===== config.mk =====
export PLATFORM = sky130hd
export DESIGN_NAME = fifo_mem_ctrl
export DESIGN_NICKNAME = d
export VERILOG_FILES = /design/src/rtl/fifo_mem_ctrl.sv
export SDC_FILE = /design/constraint.sdc
export NUM_CORES = 1
export LEC_CHECK = 0
export ABC_AREA = 1
export CAP_MARGIN = 20
export CORE_AREA = 2 2 53 55
export CTS_CLUSTER_DIAMETER = 50
export DETAILED_ROUTE_END_ITERATION = 7
export DIE_AREA = 0 0 55 57
export GPL_TIMING_DRIVEN = 0
export HOLD_SLACK_MARGIN = 0.05
export PLACE_DENSITY = 0.82
export SLEW_MARGIN = 5
export SYNTH_ARGS = -nofsm -noshare
export SYNTH_HDL_FRONTEND = slang
export SYNTH_SLANG_ARGS = --single-unit

===== constraint.sdc =====
create_clock -name clk -period 1.8 [get_ports clk]
set_clock_uncertainty 0.05 [all_clocks]
set_input_delay 0.45 -clock clk [delete_from_list [all_inputs] [get_ports clk]]
set_output_delay 0.45 -clock clk [all_outputs]
set_load 0.03 [all_outputs]

===== src/rtl/fifo_mem_ctrl.sv =====
// Control block that drives a dual-port memory as a synchronous FIFO:
// strobes, addresses, occupancy and status flags. Data never passes through here.
module fifo_mem_ctrl #(
  parameter int ADDR_WIDTH = 4,
  parameter int MEM_LENGTH = 1 << ADDR_WIDTH
) (
  input  logic                  clk,
  input  logic                  reset_L,
  input  logic                  push,
  input  logic                  pop,
  input  logic [ADDR_WIDTH:0]   th_high,
  input  logic [ADDR_WIDTH:0]   th_low,
  output logic                  write,
  output logic                  read,
  output logic [ADDR_WIDTH-1:0] addressW,
  output logic [ADDR_WIDTH-1:0] addressR,
  output logic                  data_valid,
  output logic [ADDR_WIDTH:0]   fifo_count,
  output logic                  full,
  output logic                  empty,
  output logic                  almost_full,
  output logic                  almost_empty,
  output logic                  error
);

  localparam logic [ADDR_WIDTH:0] FULL_COUNT = (ADDR_WIDTH+1)'(MEM_LENGTH);

  logic [ADDR_WIDTH-1:0] wr_ptr;
  logic [ADDR_WIDTH-1:0] rd_ptr;
  logic                  push_acc;
  logic                  pop_acc;

  // A push into a full FIFO is still legal when a pop frees a slot in the same cycle.
  assign pop_acc  = pop & ~empty;
  assign push_acc = push & (~full | pop_acc);

  assign write    = push_acc;
  assign read     = pop_acc;
  assign addressW = wr_ptr;
  assign addressR = rd_ptr;

  assign full         = (fifo_count == FULL_COUNT);
  assign empty        = (fifo_count == '0);
  assign almost_full  = (fifo_count >= th_high);
  assign almost_empty = (fifo_count <= th_low);

  // data_valid lines up with the memory's registered read port, one cycle after the pop.
  always_ff @(posedge clk or negedge reset_L) begin
    if (!reset_L) begin
      wr_ptr     <= '0;
      rd_ptr     <= '0;
      fifo_count <= '0;
      error      <= 1'b0;
      data_valid <= 1'b0;
    end else begin
      wr_ptr     <= wr_ptr + {{(ADDR_WIDTH-1){1'b0}}, push_acc};
      rd_ptr     <= rd_ptr + {{(ADDR_WIDTH-1){1'b0}}, pop_acc};
      data_valid <= pop_acc;
      case ({push_acc, pop_acc})
        2'b10:   fifo_count <= fifo_count + 1'b1;
        2'b01:   fifo_count <= fifo_count - 1'b1;
        default: fifo_count <= fifo_count;
      endcase
      if ((push & ~push_acc) | (pop & ~pop_acc))
        error <= 1'b1;
    end
  end

endmodule


==> results by group, run 1 <==
Worst hold path
  • Hold Crit Class: reg -> reg

Outcome
  • Violated checks: setup timing
  • Status: finished with violations

Synth
  • Synthesized area per cell: 9.38 sq um
  • Share of the synthesized area in the top cell type: 0.377
  • Post-synth EDFFs: 0
  • Synthesized Nets: 138
  • Cell variety after synth: 21
  • Cells after synthesis: 106
  • Seq/Total Area, Yosys: 0.377
  • Ys Warns: 0
  • Synth Cell Area: roughly 1000 sq um
  • Yosys reg bits: 15
  • Cell taking the most area after synthesis: dfrtp_1
  • Synth top area cells: dfrtp_1 38%, ha_1 21%, inv_1 7.2%
  • Post-synth top flop: dfrtp_1
  • Synth async-reset ratio: 1.00
  • Top cells by count, synth: 19 x inv_1, 17 x ha_1, 15 x dfrtp_1
  • Count leader, synth: inv_1

Job
  • Max Cap Viol: 0

Layout
  • Area occupied by registers: 382 sq um
  • Fillcell total: 224
  • Total Nets Final: about 180
  • Multi-input gate area: 803 sq um
  • Share of cells above drive strength 1: 0.439
  • Syn-to-layout area delta: 67.5%
  • Design Area, Final: 1670 sq um
  • Ant. Diodes: 0

Global routing
  • Initial antenna violation count: 0
  • First-pass GRT wire length: 3930 microns
  • Global route total overflow: 0
  • Vias in the first global route: 949
  • Largest net degree at the start of global routing: 16
  • Gr usage total: 0.169

Clock network
  • Clk sinks: 15
  • Htree depth: 1
  • Clock transition at path regs: 0.10 ns
  • Clk_lat worst skew: 0.29 ns
  • CTS tree: done
  • Number of CTS-inserted buffers: 3
  • Clock Tree Buf Depth: 2
  • Clock Root Buffer: clkbuf_4

Worst setup path
  • Setup Crit Path Kind: reg -> out
  • Startpoint type of the worst setup path: flip-flop
  • Critical path capture point type: primary output
  • CP Max Fanout: 5
  • CP arrival: 1.61 ns
  • WP data required: around 1.3 ns

Place
  • Port Buffers: 34
  • DP Area: 1470 sq um
  • GPL Wtd Cong: 0.735
  • Final HPWL DP: 1810 microns

Floorplan
  • Die H: 57 microns
  • Die Wd: 55 microns
  • Row count: 19
  • Core Area: between 2000 and 3000 sq um
  • Boundary pin count: 35
  • Die ar.: between 3000 and 4000 sq um
  • Starting Density: 0.380

Timing
  • Fin. max-slew vios: 0
  • Slew margin rel.: 0.547
  • RSZ-0062 raised after global routing: yes
  • Hold Slack: 0.433 ns
  • Final min period: 2.11 ns
  • Worst-Margin Slew: approximately 0.68 ns
  • Count of final hold-check violations: 0
  • Final setup viols: 8
  • Ratio of final minimum period to clock period: 1.17
  • Fmax: 473 MHz
  • Setup ws final: -0.313 ns

Route
  • Post-Route WL: 2460 microns
  • Vias/cell: 5.02
  • Pre-antenna DRT Iters: 2
  • WL per Instance: between 10 and 15 microns
  • Post-route DRC: 0
  • Vias: 899
  • Final ANT Viol Nets: 0
  • Iteration-0 DRC Markers: 4

Power and ir drop
  • Leakage: 0.788 nW
  • PwrDens: 1750 nW/um^2
  • Max IR drop VDD: 1.32 mV
## cells by family after synthesis
group	synth area share
buf+inv	0.0717
simple gates	0.166
xor+xnor	0.0616
flops	0.377
compound gates	0.0893
fa+ha+maj	0.234
## per-stage QoR
step / setup slack, ns / power [mW] / util / instances / setup TNS (ns)
2_1_floorplan: -0.0514 / 1.81 / - / 106 / -0.101
3_3_place_gp: -1.04 / 2.37 / 0.563 / 171 / -5.50
3_5_place_dp: -1.06 / 2.44 / 0.563 / 171 / -6.03
4_1_cts: -0.352 / 2.83 / 0.616 / 175 / -1.71
5_1_grt: -0.374 / 3.16 / 0.637 / 179 / -2.05
6_report: -0.313 / 2.92 / 0.637 / 179 / -1.32
## final cells by class
class,count,area share
tap,31,0.0233
multi-input combinational,72,0.482
sequential,15,0.229
clock buffer,3,0.0135
timing repair buffer,38,0.203
clock inverter,1,0.00300
inverter,19,0.0458
## placed cells by master, fill, tap and decap left out, drive strengths merged, types with 2 or more instances in the layout
cell type      count
dlygate4sd2       24
inv               19
ha                17
dfrtp             15
nand2             12
a21oi             10
buf                9
nand3              9
nor2               5
xor2               4
xnor2              3
nand4              3
clkbuf             3
dlymetal6s2s       2
clkdlybuf4s50      2
o21ai              2
## final timing paths
kind,startpoint,end,slack [ns],cells past startpoint
min,error,error,0.43,2
min in group asynchronous,reset_L,addressR[0],0.51,1
max in group asynchronous,reset_L,fifo_count[4],0.70,1
max,fifo_count[3],almost_full,-0.31,5
min reg2reg,error,error,0.43,2
max reg2reg,fifo_count[3],fifo_count[4],-0.14,12
## worst max-delay path, stage by stage (launching register included)
cell and delay (ns):
dfrtp_2 0.50, ha_4 0.31, nand2_4 0.05, o21a_1 0.21
o311ai_4 0.09, buf_6 0.17
## where the power goes
group	switching, mW	total (mW)	internal, mW
combinational	1.11	1.99	0.878
clock	0.113	0.195	0.0825
sequential	0.229	0.742	0.513
## routing by layer
layer	share of wire	GRT usage
met1	0.41	0.191
met4	0	0.0557
met2	0.52	0.296
met5	0	0
met3	0.069	0.0471
## repair_timing
action	in CTS	in global routing
setup endpoints to repair	23	10
hold buffers	0	0
gates resized for setup	90	8
pin swaps	12	11
buffers inserted	0	4
## registers in the layout, indices dropped and copies added (netlist names)
| register | count |
|---|---|
| data_valid | 1 |
| addressR | 4 |
| addressW | 4 |
| fifo_count | 5 |
| error | 1 |
No activity file was read; power rests on OpenSTA's default activity.
==> run 2: changes to the inputs <==
Settings changed: CAP_MARGIN 20 to 0, CORE_AREA 2 2 53 55 to 2 2 51 53, DIE_AREA 0 0 55 57 to 0 0 53 55, PLACE_DENSITY 0.82 to 0.84.
Clock period 1.8 ns to 2.3 ns, I/O delays scaled along.
==> results by group, run 2 (same netlist as run 1, synthesis figures left out) <==
Job
  • Max Cap Viol: 0 (unchanged)

Route
  • DR top layer: met4 (was met3)
  • Pre-antenna DRT Iters: 4 (was 2)
  • Vias/cell: 5.15 (was 5.02)
  • Iteration-0 DRC Markers: 2 (was 4)
  • Met1 WL: 950 microns (was 1010 microns)
  • Routed met3 length: 70 microns (was 169 microns)
  • Met2 WL post-DR: 1450 microns (was 1280 microns)
  • Post-route DRC: 0 (unchanged)
  • Post-Route WL: 2490 microns (was 2460 microns)
  • WL per Instance: 14.3 microns (was 13.7 microns)
  • Final ANT Viol Nets: 0 (unchanged)
  • Vias: 896 (was 899)

Floorplan
  • Core Area: 2360 sq um (was 2620 sq um)
  • Boundary pin count: 35 (unchanged)
  • Die ar.: 2920 sq um (was 3140 sq um)
  • Row count: 18 (was 19)
  • Starting Density: 0.421 (was 0.380)
  • Die H: 55 microns (was 57 microns)
  • Die Wd: 53 microns (was 55 microns)

Layout
  • Share of cells above drive strength 1: 0.340 (was 0.439)
  • Max reg flops: 5 (unchanged)
  • Layout Cells excl Fill: 174 (was 179)
  • Most common cell after layout, fill and taps aside: clkdlybuf4s50_1 (was dlygate4sd2_1)
  • Design Area, Final: 1580 sq um (was 1670 sq um)
  • Ant. Diodes: 0 (unchanged)
  • Most frequent cells in the layout: 16 x clkdlybuf4s50_1, 10 x inv_1, 10 x ha_1, 10 x dfrtp_1, 9 x inv_2 (was 24 x dlygate4sd2_1, 11 x inv_2, 10 x ha_4, 10 x dfrtp_1, 7 x ha_1)
  • Total Nets Final: 177 (was 181)
  • Most flops, register: fifo_count (unchanged)
  • Syn-to-layout area delta: 58.7% (was 67.5%)

Global routing
  • Initial antenna violation count: 0 (unchanged)
  • Global route total overflow: 0 (unchanged)
  • First-pass GRT wire length: 3940 microns (was 3930 microns)
  • Gr usage total: 0.189 (was 0.169)
  • Largest net degree at the start of global routing: 16 (unchanged)
  • Vias in the first global route: 914 (was 949)

Clock network
  • CTS tree: done (unchanged)
  • Clk_lat worst skew: 0.29 ns (about the same)
  • Clk sinks: 15 (unchanged)
  • Clock transition at path regs: 0.08 ns (was 0.10 ns)
  • Cts hold-fix bufs: 0 (unchanged)
  • Clock Root Buffer: clkbuf_4 (unchanged)
  • Htree depth: 1 (unchanged)
  • Number of CTS-inserted buffers: 3 (unchanged)
  • Clock Tree Buf Depth: 2 (unchanged)

Worst setup path
  • CP Max Fanout: 2 (was 5)
  • R2R Path Start: fifo_count[1] (was fifo_count[3])
  • Critical path capture point type: primary output (unchanged)
  • Reg2Reg Setup Slack: 0.21 ns (was -0.14 ns)
  • CP top delay family: buffers and inverters (was flip-flops)
  • WP data required: 1.67 ns (was 1.30 ns)
  • CP arrival: 1.62 ns (was 1.61 ns)
  • Worst-path cell chain: dlygate4sd2_1 > inv_2 > ha_4 > a21oi_2 > o21ai_1 > o22ai_2 > buf_6 (was ha_4 > nand2_4 > o21a_1 > o311ai_4 > buf_6)
  • Slowest cell delay on critical path: 0.24 ns (was 0.50 ns)
  • Reg-to-reg endpoint: fifo_count[4] (unchanged)
  • CP max-delay cell: dlygate4sd2_1 (was dfrtp_2)
  • Startpoint type of the worst setup path: input pin (was flip-flop)
  • Setup Crit Path Kind: in -> out (was reg -> out)
  • R2R depth: 11 (was 12)
  • CP Buf/Inv Count: 3 (was 1)

Timing
  • Worst-Margin Slew: 0.631 ns (was 0.677 ns)
  • Count of final hold-check violations: 0 (unchanged)
  • Final setup viols: 0 (was 8)
  • Setup TNS: 0 ns (was -1.32 ns)
  • Setup ws final: 0.0561 ns (was -0.313 ns)
  • Fin. max-slew vios: 0 (unchanged)
  • Final min period: between 2 and 2.5 ns
  • Ratio of final minimum period to clock period: 0.976
  • Fmax: 446 MHz
  • Slew margin rel.: 0.578 (was 0.547)

Place
  • GPL Wtd Cong: 0.843 (was 0.735)
  • Final HPWL DP: 1840 microns (was 1810 microns)
  • Pre-CTS WS: -0.771 ns (was -1.06 ns)
  • DP Area: 1380 sq um (was 1470 sq um)
  • DP Cell Count: 170 (was 171)
  • Port Buffers: 34 (unchanged)

Worst hold path
  • Hold Startpoint: addressW[3] (was error)
  • WHS Path Cells: 1 (was 2)
  • Hold Crit Class: reg -> reg (unchanged)
  • Hold Crit Endpoint: addressW[3] (was error)

Power and ir drop
  • PwrDens: 1390 nW/um^2 (was 1750 nW/um^2)
  • Max IR drop VDD: 0.915 mV (was 1.32 mV)
  • Leakage: 0.779 nW (was 0.788 nW)

Outcome
  • Status: finished, final reports clean (was finished with violations)
-- run 2: timing repair --
| item | in CTS | in global routing |
|---|---|---|
| gates resized for setup | 42 | 36 |
| pin swaps | 12 | 8 |
| cloned | 0 | 0 |
| setup endpoints to repair | 6 | 7 |
| setup buffers | 0 | 0 |
-- run 2: area by class of cell --
type / count / area, sq um
Sequential cell: 15 / 382
Multi-Input combinational cell: 72 / 711
Timing Repair Buffer: 34 / 352
Clock buffer: 4 / 26.3
Fill cell: 179 / 786
Tap cell: 30 / 37.5
Inverter: 19 / 71.3
-- run 2: worst max-delay path by stage --
stage                    endpoint          start  slack (ns)  cells past startpoint
floorplan             addressW[2]  fifo_count[1]        0.03                      7
global placement      almost_full     th_high[4]       -0.75                      6
detailed placement    almost_full     th_high[4]       -0.77                      6
CTS                   almost_full     th_high[1]       -0.22                      6
global route        fifo_count[4]  fifo_count[1]       -0.03                     11
finish               almost_empty      th_low[4]        0.06                      7
-- run 2: per-stage QoR --
step                hold WS, ns  power (mW)   util
floorplan                 0.229        1.31      -
global placement          0.410        1.74  0.584
detailed placement        0.417        1.81  0.584
CTS                       0.435        2.05  0.623
global route              0.445        2.35  0.668
finish                    0.429        2.20  0.668
-- run 2: worst reg2reg max path: stages (launching register included) --
cell,delay (ns)
dfrtp_2,0.49
nor2_2,0.17
nand3_2,0.16
nand3_4,0.13
inv_1,0.09
ha_1,0.33
a21oi_1,0.14
nand2_1,0.09
nand4_1,0.11
nand3_1,0.09
nand2_1,0.07
nand2_1,0.05
-- run 2: power breakdown --
part,switching (mW),total [mW],internal (mW)
sequential,0.184,0.587,0.402
clock,0.0763,0.144,0.0675
combinational,0.798,1.47,0.670
total,1.06,2.20,1.14
-- run 2: per-layer routing --
layer,global-route usage,vias up
met2,0.358,13
met5,0,-
met4,0.0641,0
met1,0.214,447
met3,0.0349,4
li1,-,432
==> run 3: changes to the inputs <==
Settings changed: CORE_AREA 2 2 51 53 to 2 2 50 52, DIE_AREA 0 0 53 55 to 0 0 52 54, PLACE_DENSITY 0.84 to 0.87.
Clock period 2.3 ns to 2.8 ns, I/O delays scaled along.
==> results by group, run 3 (same netlist as run 1, synthesis figures left out) <==
Clock network
  • Clk sinks: 15 (unchanged)
  • Clk_lat worst skew: 0.28 ns (was 0.29 ns)
  • Number of CTS-inserted buffers: 3 (unchanged)
  • Post-CTS setup buffers: 0 (unchanged)
  • Htree depth: 1 (unchanged)
  • Clock transition at path regs: 0.09 ns (was 0.08 ns)
  • CTS tree: done (unchanged)
  • Clock Tree Buf Depth: 2 (unchanged)
  • Clock Root Buffer: clkbuf_4 (unchanged)

Route
  • Iteration-0 DRC Markers: 20 (was 2)
  • WL per Instance: 13.3 microns (was 14.3 microns)
  • Vias: 885 (was 896)
  • Final ANT Viol Nets: 0 (unchanged)
  • Post-Route WL: 2310 microns (was 2490 microns)
  • Pre-antenna DRT Iters: 4 (unchanged)
  • Vias/cell: 5.09 (was 5.15)
  • Post-route DRC: 0 (unchanged)

Power and ir drop
  • PwrDens: 1150 nW/um^2 (was 1390 nW/um^2)
  • P_sw: 0.843 mW (was 1.06 mW)
  • Clock share of power: 0.071 (was 0.065)
  • Leakage: 0.720 nW (was 0.779 nW)
  • Logic pwr share: 0.664 (was 0.668)
  • Flop pwr share: 0.265 (was 0.267)
  • Internal: 0.898 mW (was 1.14 mW)
  • Max IR drop VDD: 0.797 mV (was 0.915 mV)
  • Switching fraction of total power: 0.484 (was 0.482)

Layout
  • Most frequent cells in the layout: 29 x clkdlybuf4s50_1, 17 x inv_1, 15 x dfrtp_1, 11 x ha_1, 8 x a21oi_1 (was 16 x clkdlybuf4s50_1, 10 x inv_1, 10 x ha_1, 10 x dfrtp_1, 9 x inv_2)
  • Ant. Diodes: 0 (unchanged)
  • Syn-to-layout area delta: 52.3% (was 58.7%)
  • Most common cell after layout, fill and taps aside: clkdlybuf4s50_1 (unchanged)
  • Share of cells above drive strength 1: 0.174 (was 0.340)
  • Most flops, register: fifo_count (unchanged)
  • Fin util: 0.653 (was 0.668)
  • Max reg flops: 5 (unchanged)
  • Total Nets Final: 177 (unchanged)

Worst setup path
  • Worst-path cell chain: clkdlybuf4s50_1 > inv_1 > ha_4 > nand2_4 > o21a_1 > o311ai_4 > buf_6 (was dlygate4sd2_1 > inv_2 > ha_4 > a21oi_2 > o21ai_1 > o22ai_2 > buf_6)
  • CP max-delay cell: clkdlybuf4s50_1 (was dlygate4sd2_1)
  • WP data required: 2.05 ns (was 1.67 ns)
  • Setup Crit Path Kind: in -> out (unchanged)
  • CP arrival: 2.01 ns (was 1.62 ns)
  • CP Max Fanout: 2 (unchanged)
  • Critical path capture point type: primary output (unchanged)
  • Startpoint type of the worst setup path: input pin (unchanged)
  • Slowest cell delay on critical path: 0.47 ns (was 0.24 ns)

Floorplan
  • Die ar.: 2810 sq um (was 2920 sq um)
  • Core Area: 2320 sq um (was 2360 sq um)
  • Die H: 54 microns (was 55 microns)
  • Die Wd: 52 microns (was 53 microns)
  • Starting Density: 0.429 (was 0.421)
  • Boundary pin count: 35 (unchanged)
  • Row count: 18 (unchanged)

Global routing
  • Largest net degree at the start of global routing: 16 (unchanged)
  • Initial antenna violation count: 0 (unchanged)
  • First-pass GRT wire length: 3470 microns (was 3940 microns)
  • Vias in the first global route: 829 (was 914)
  • Gr usage total: 0.162 (was 0.189)
  • Global route total overflow: 0 (unchanged)

Timing
  • Count of final hold-check violations: 0 (unchanged)
  • Fin. max-slew vios: 0 (unchanged)
  • Fmax: 363 MHz
  • Worst-Margin Slew: 0.673 ns (was 0.631 ns)
  • Final min period: 2.76 ns
  • Hold Slack: 0.435 ns (was 0.429 ns)
  • Final setup viols: 0 (unchanged)
  • Ratio of final minimum period to clock period: 0.985
  • Slew margin rel.: 0.550 (was 0.578)

Outcome
  • Status: finished, final reports clean (unchanged)

Place
  • Final HPWL DP: 1750 microns (was 1840 microns)
  • Port Buffers: 34 (unchanged)
  • GPL Wtd Cong: 0.778 (was 0.843)

Job
  • Max Cap Viol: 0 (unchanged)

Worst hold path
  • Hold Crit Class: reg -> reg (unchanged)
-- run 3: critical path, delay by kind of cell --
kind                     cells  cell delay, ns
buffers and inverters        3            0.71
adder cells (fa/ha/maj)      1            0.28
AO/OA/AOI/OAI                2            0.26
AND/OR/NAND/NOR              1            0.05
-- run 3: layout make-up --
| cell class | instances | area [sq um] |
|---|---|---|
| fill | 172 | 805 |
| multi-input combinational | 72 | 666 |
| sequential | 15 | 375 |
| timing repair buffer | 34 | 339 |
| inverter | 19 | 71.3 |
| tap | 30 | 37.5 |
| clock buffer | 4 | 26.3 |
-- run 3: worst paths after layout --
path,startpoint,endpoint,slack (ns),cells after the start
max in group asynchronous,reset_L,data_valid,1.50,1
setup reg to reg,fifo_count[4],fifo_count[4],0.58,11
min in group asynchronous,reset_L,fifo_count[4],0.78,1
hold / removal,error,error,0.43,2
hold reg to reg,error,error,0.43,2
setup / recovery,th_high[3],almost_full,0.04,7
-- run 3: metrics by stage --
step | total power, mW | instances | setup TNS (ns) | worst slack, ns | instance area, sq um
2_1_floorplan | 1.07 | 106 | 0 | 0.134 | 995
3_3_place_gp | 1.42 | 170 | -1.30 | -0.521 | 1370
3_5_place_dp | 1.47 | 170 | -1.34 | -0.525 | 1370
4_1_cts | 1.59 | 174 | -0.159 | -0.159 | 1410
5_1_grt | 1.87 | 174 | -0.00829 | -0.00829 | 1520
6_report | 1.74 | 174 | 0 | 0.0426 | 1520
-- run 3: power by group through the flow --
stage,clock (mW),sequential (mW),combinational (mW)
floorplan,0,0.627,0.441
global placement,0,0.441,0.976
detailed placement,0,0.448,1.02
CTS,0.126,0.446,1.02
global route,0.134,0.480,1.26
finish,0.123,0.462,1.16
-- run 3: layer usage --
metal,track usage,vias to the layer above,share of wire,wire length (microns)
met5,0,-,0,0
met4,0.0263,0,0,0
met3,0.0167,0,0.021,49
met2,0.300,14,0.54,1250
met1,0.205,440,0.44,1010
li1,-,431,-,-
-- run 3: what timing repair did --
item	CTS	global route
hold buffers	0	0
setup endpoints to repair	4	2
pin swaps	0	7
resized for setup	13	22
